`src/rtl/deser_1_4_pkg.sv`:
```
// deser_1_4_pkg - shared widths, frame geometry and helpers for the 1:4 deserialiser.
// Optional feature macro: DESER_PARITY_EN (each frame carries a trailing even-parity bit).
// The DESER_* defines below are the link-wide definitions shared by every file of this slice.

`ifndef DESER_DEFS_VH
`define DESER_DEFS_VH
`define DESER_WORD_W 4
`ifdef DESER_PARITY_EN
`define DESER_FRAME_LAST 4
`else
`define DESER_FRAME_LAST 3
`endif
`endif

package deser_1_4_pkg;

  localparam int WORD_W = `DESER_WORD_W;

`ifdef DESER_PARITY_EN
  localparam int IDX_W = 3;
`else
  localparam int IDX_W = 2;
`endif

  // Position of the final bit of a frame; accepting it completes the word.
  localparam logic [IDX_W-1:0] FRAME_LAST = IDX_W'(`DESER_FRAME_LAST);
  localparam logic [IDX_W-1:0] IDX_ONE    = IDX_W'(1);

  // Contents of the output holding register handed downstream.
  typedef struct packed {
    logic              valid;
    logic [WORD_W-1:0] word;
`ifdef DESER_PARITY_EN
    logic              perr;
`endif
  } outHold_t;

  // Maps a serial data position onto its slot in the assembly register.
  function automatic logic [1:0] slotOf(input logic [1:0] idx, input logic lsbFirst);
    return lsbFirst ? idx : (2'd3 - idx);
  endfunction

endpackage

```
`src/rtl/demux_1_4.sv`:
```
// demux_1_4 - combinational 1:4 demultiplexer producing one-hot per-bit write enables
// for the deserialiser's assembly register. Mirrors the 4:1 select at the transmitter.

module demux_1_4
  import deser_1_4_pkg::*;
(
  input  logic              d,
  input  logic [1:0]        s,
  input  logic              en,
  output logic [WORD_W-1:0] y
);

  // Steer d onto the selected output only; all other outputs stay low.
  always_comb begin
    y    = '0;
    y[s] = d & en;
  end

endmodule

```
`src/rtl/deser_1_4.sv`:
```
// deser_1_4 - serial-to-parallel receiver: gathers a 1-bit stream into 4-bit words and
// offers each completed word over a valid/ready handshake.
// Optional feature macro: DESER_PARITY_EN (5-bit frames with even parity, adds parity_err).

module deser_1_4
  import deser_1_4_pkg::*;
#(
  parameter int LSB_FIRST = 1
) (
  input  logic              clk,
  input  logic              rst,
  input  logic              in_valid,
  input  logic              in_bit,
  output logic              in_ready,
  input  logic              sync,
  output logic              out_valid,
  output logic [WORD_W-1:0] out_word,
  input  logic              out_ready
`ifdef DESER_PARITY_EN
  ,
  output logic              parity_err
`endif
);

  logic [IDX_W-1:0]  idx_q, idx_d;
  logic [WORD_W-1:0] asm_q, asm_d;
  outHold_t          out_q, out_d;

  logic [IDX_W-1:0]  curIdx;
  logic [WORD_W-1:0] curAsm;
  logic [WORD_W-1:0] wrEn;
  logic [1:0]        slot;
  logic              accept;
  logic              dataBit;
  logic              complete;

  // Only the frame-completing bit can be stalled, and only while a word is still held.
  assign in_ready = (idx_q != FRAME_LAST) || !out_q.valid || out_ready;
  assign accept   = in_valid && in_ready;

  // A sync realigns to the start of a fresh frame before this cycle's bit is placed.
  always_comb begin
    curIdx = sync ? '0 : idx_q;
    curAsm = sync ? '0 : asm_q;
  end

`ifdef DESER_PARITY_EN
  assign dataBit = accept && (curIdx != FRAME_LAST);
  assign slot    = slotOf(curIdx[1:0], LSB_FIRST != 0);
`else
  assign dataBit = accept;
  assign slot    = slotOf(curIdx, LSB_FIRST != 0);
`endif

  assign complete = accept && (curIdx == FRAME_LAST);

  demux_1_4 u_demux (
    .d  (1'b1),
    .s  (slot),
    .en (dataBit),
    .y  (wrEn)
  );

  // Write the accepted data bit into its enabled slot of the assembly register.
  always_comb begin
    asm_d = curAsm;
    for (int k = 0; k < WORD_W; k++) begin
      if (wrEn[k]) begin
        asm_d[k] = in_bit;
      end
    end
  end

  // Advance the position counter on each accepted bit, wrapping after the last one.
  always_comb begin
    idx_d = curIdx;
    if (accept) begin
      idx_d = complete ? '0 : (curIdx + IDX_ONE);
    end
  end

  // Holding register: drained by the consumer, reloaded when a frame completes.
  always_comb begin
    out_d = out_q;
    if (out_q.valid && out_ready) begin
      out_d.valid = 1'b0;
    end
    if (complete) begin
      out_d.valid = 1'b1;
      out_d.word  = asm_d;
`ifdef DESER_PARITY_EN
      out_d.perr  = ^{curAsm, in_bit};
`endif
    end
  end

  // State registers with synchronous reset discarding any partial frame and held word.
  always_ff @(posedge clk) begin
    if (rst) begin
      idx_q <= '0;
      asm_q <= '0;
      out_q <= '0;
    end else begin
      idx_q <= idx_d;
      asm_q <= asm_d;
      out_q <= out_d;
    end
  end

  assign out_valid = out_q.valid;
  assign out_word  = out_q.word;
`ifdef DESER_PARITY_EN
  assign parity_err = out_q.perr;
`endif

endmodule

```
`config.mk`:
```
export PLATFORM = sky130hd
export DESIGN_NAME = deser_1_4
export DESIGN_NICKNAME = d
export VERILOG_FILES = /design/src/rtl/deser_1_4_pkg.sv /design/src/rtl/demux_1_4.sv /design/src/rtl/deser_1_4.sv
export SDC_FILE = /design/constraint.sdc
export NUM_CORES = 1
export LEC_CHECK = 0
export CORE_AREA = 3 3 40 42
export CTS_CLUSTER_DIAMETER = 30
export DETAILED_ROUTE_END_ITERATION = 8
export DIE_AREA = 0 0 43 45
export GPL_ROUTABILITY_DRIVEN = 1
export GPL_TIMING_DRIVEN = 0
export PLACE_DENSITY = 0.68
export SLEW_MARGIN = 40
export SYNTH_ARGS = -nofsm -noshare
export SYNTH_HDL_FRONTEND = slang
export SYNTH_SLANG_ARGS = --single-unit
```
`constraint.sdc`:
```
create_clock -name clk -period 3.63 [get_ports clk]
set_clock_uncertainty 0.1 [all_clocks]
set_input_delay 0.726 -clock clk [delete_from_list [all_inputs] [get_ports clk]]
set_output_delay 0.726 -clock clk [all_outputs]
set_load 0.02 [all_outputs]
```
==> summary.md, run 1 <==
| Metric | Value |
|---|---|
| Status | finished, final reports clean |
| Top FF cell, synth | dfxtp_1 |
| Worst setup margin | 602 ps |
| Drt drc | 0 |
| Crit path kind | in2out |
| Clock H-tree levels | 1 |
| Post-synth ARST share | 0 |
| Area of the die | 1940 um^2 |
| Post-Synth XOR/XNOR Area | 0 |
| Multiplexer share of the synthesized area | 0.0531 |
| Initial antenna violation count | 0 |
| Placed Cells | between 80 and 90 |
| Fraction of layout instances using a drive strength above 1 | 0.181 |
| Pwr Total | 0.236 mW |
| Final hold vios | 0 |
| Vias in the first global route | 430 |
| ANT cells | 0 |
| RSZ-0062 raised after global routing | no |
| Clock tree buffer depth | 2 |
| Syn Area/Cell | around 9.8 um^2 |
| Post-cts resize count | 0 |
| CP required | between 2000 and 3000 ps |
| Reg-to-Reg Start | idx_q[0] |
| Synth Area in Adders | 0.0885 |
| Synth cell count leaders | dfxtp_1, a21oi_1, ha_1, nand3_1 |
| Hold path endpoint | out_word[3] |
| Pin count of the biggest net entering global routing | 11 |
| Post-DRT Antenna Nets | 0 |
| Core area | ~1300 um^2 |
| Post-synth EDFFs | 0 |
| Routed wire per std cell | between 10 and 15 um |
| Initial cell density of the core | 0.440 |
| # setup viols final | 0 |
| First-pass GRT wire length | between 1.5 and 2 mm |
| DR iter-0 viols | 6 |
| Final nets | just over 80 |
| Fmax | roughly 330 MHz |
| Drt first pass iters | 2 |
| Crit path arrival time | around 2200 ps |
| Seq/Total Area, Yosys | 0.354 |
| CTS Hold Bufs | 0 |
| Critical R2R Capture | out_word[2] |
| Maximum VDD drop | between 0.2 and 0.25 mV |
| Die height | between 40 and 50 um |
| Pwr dens | ~330 nW/um^2 |
| # port buffers | 10 |
| Hold depth | 2 |
| Slew headroom | 0.817 |
| Fin. max-slew vios | 0 |
| Area fraction in compound gates after synthesis | 0.181 |
| Ys Warns | 0 |
| Worst Hold Launch | out_word[3] |
| CTS clock-pin slew for the worst setup and hold paths | ~70 ps |
| Die width | about 43 um |
| Post-Synth Simple-Gate Area | 0.257 |
| I/O pins | 12 |
| Hold Crit Class | reg2reg |
| Post-DP HPWL | about 840 um |
| Top-area cell type share of the netlist area | 0.354 |
| Syn nets | 68 |
| Critical path startpoint category | input port |
| FF+latch count, synth | 10 |
| Setup TNS | 0 ps |
| Clock root buffer | clkbuf_4 |
| Via density | about 5.3 |
| Most common cell in the netlist | dfxtp_1 |
| R2R depth | 6 |
| Crit Path Max Fanout | 10 |
| Routed WL | about 1.1 mm |
| Synth area leaders | dfxtp_1, ha_1, a21oi_1 |
| Reg2reg setup slack | about 2200 ps |
| Cell taking the most area after synthesis | dfxtp_1 |
| Period utilisation layout | 0.834 |
| Sink Count | 10 |
| Dpl ws | between 600 and 700 ps |
| Crit. End Element | output pin |
| DP Area | 684 um^2 |
| Mapped Area | 566 um^2 |
| # fillers | 123 |
| CTS tree | done |
| Netlist cell types | 19 |
| Worst slew pin tran | about 270 ps |
| Worst-Skew Late Latency | around 270 ps |
| GR Overflow Total | 0 |
| FP Rows | 13 |
| Total GRT Usage | 0.136 |
| Number of post-CTS setup repair buffers | 0 |
| Area Overhead vs Synth | 27.4% |
| Cts bufs inserted | 3 |
| Design Area, Final | approximately 720 um^2 |
| Final Critical Period | just over 3000 ps |
| Max-cap violations | 0 |
| Non-filler cells, final | 87 |
| Vias | between 400 and 500 |
| RePlAce Congestion | approximately 0.78 |
| Static leakage | between 0.3 and 0.4 nW |
| Main combinational cell family by area after synthesis | simple AND/OR/NAND/NOR gates |
| Post-synthesis instance total | slightly below 60 |
cells in the final DEF (no fill, tap or decap), types with 2 or more instances in the layout:
cell type        Yosys  routed
dfxtp_1             10      10
a21o_1               2       2
and2_4               2       2
nand3_1              4       4
or3b_1               3       3
clkdlybuf4s50_1      0      10
nand2b_1             3       3
mux2i_1              3       3
buf_4                2       2
inv_1                3       3
nand4b_1             2       2
clkbuf_4             0       3
ha_1                 4       4
a21oi_1              9       9
nor3b_1              3       3
a211oi_2             3       3
per-layer routing:
metal | GRT usage | share of wire
met5 | 0 | 0
met1 | 0.165 | 0.49
met2 | 0.213 | 0.45
met4 | 0.0361 | 0.0054
met3 | 0.0717 | 0.052
flip-flops by register name (all words and copies together) (netlist names):
register / flops
asm_q: 3
idx_q: 2
out_valid: 1
out_word: 4
worst max-delay path, cell delays in order:
cell and delay, ps:
clkdlybuf4s50_1 470, nand4b_1 180, buf_4 210, clkdlybuf4s50_1 620
worst max path at each step:
stage / depth (start not counted) / endpoint / slack, ps / from
after global placement: 4 / in_ready / 610 / out_ready
after floorplan: 2 / in_ready / 1660 / out_ready
after global routing: 4 / in_ready / 530 / out_ready
final: 4 / in_ready / 600 / out_ready
after detailed placement: 4 / in_ready / 610 / out_ready
after CTS: 4 / in_ready / 610 / out_ready
kinds of logic after synthesis:
logic type,after synthesis
buffers and inverters,6
multiplexers,3
flip-flops,10
AND/OR/NAND/NOR,20
AO/OA/AOI/OAI,15
adder cells (fa/ha/maj),4
layout make-up:
class,count,area (um^2),area share
Buffer,3,26.3,0.0365
Clock buffer,4,36.3,0.0503
Multi-Input combinational cell,42,328,0.455
Sequential cell,10,200,0.278
Inverter,3,11.3,0.0156
Timing Repair Buffer,10,100,0.139
Tap cell,15,18.8,0.0260
metrics by stage:
| stage | util | hold WS (ps) |
|---|---|---|
| global placement | 0.533 | 363 |
| global route | 0.561 | 416 |
| CTS | 0.561 | 383 |
| detailed placement | 0.533 | 373 |
| finish | 0.561 | 382 |
| floorplan | - | 428 |
report_power, final:
group	total (mW)	internal (mW)	switching, mW	leakage [nW]
registers	0.113	0.112	0.000910	0.0810
clock network	0.101	0.0610	0.0401	0.0210
logic	0.0223	0.0113	0.0110	0.198
total	0.236	0.184	0.0520	0.300
No activity file was read; power rests on OpenSTA's default activity.
==> run 2: changes to the inputs <==
==> constraint.sdc (replaced) <==
create_clock -name clk -period 3 [get_ports clk]
set_clock_uncertainty 0.1 [all_clocks]
set_input_delay 0.6 -clock clk [delete_from_list [all_inputs] [get_ports clk]]
set_output_delay 0.6 -clock clk [all_outputs]
set_load 0.02 [all_outputs]
==> results of run 2 <==
Same layout as run 1 (identical final DEF). Status: finished, final reports clean.
Main changes from that run: setup slack after placement 610 ps -> 232 ps; setup slack after layout 602 ps -> 224 ps; register-to-register setup slack 2150 ps -> 1520 ps; total power 0.236 mW -> 0.285 mW; worst IR drop on VDD 0.224 mV -> 0.272 mV
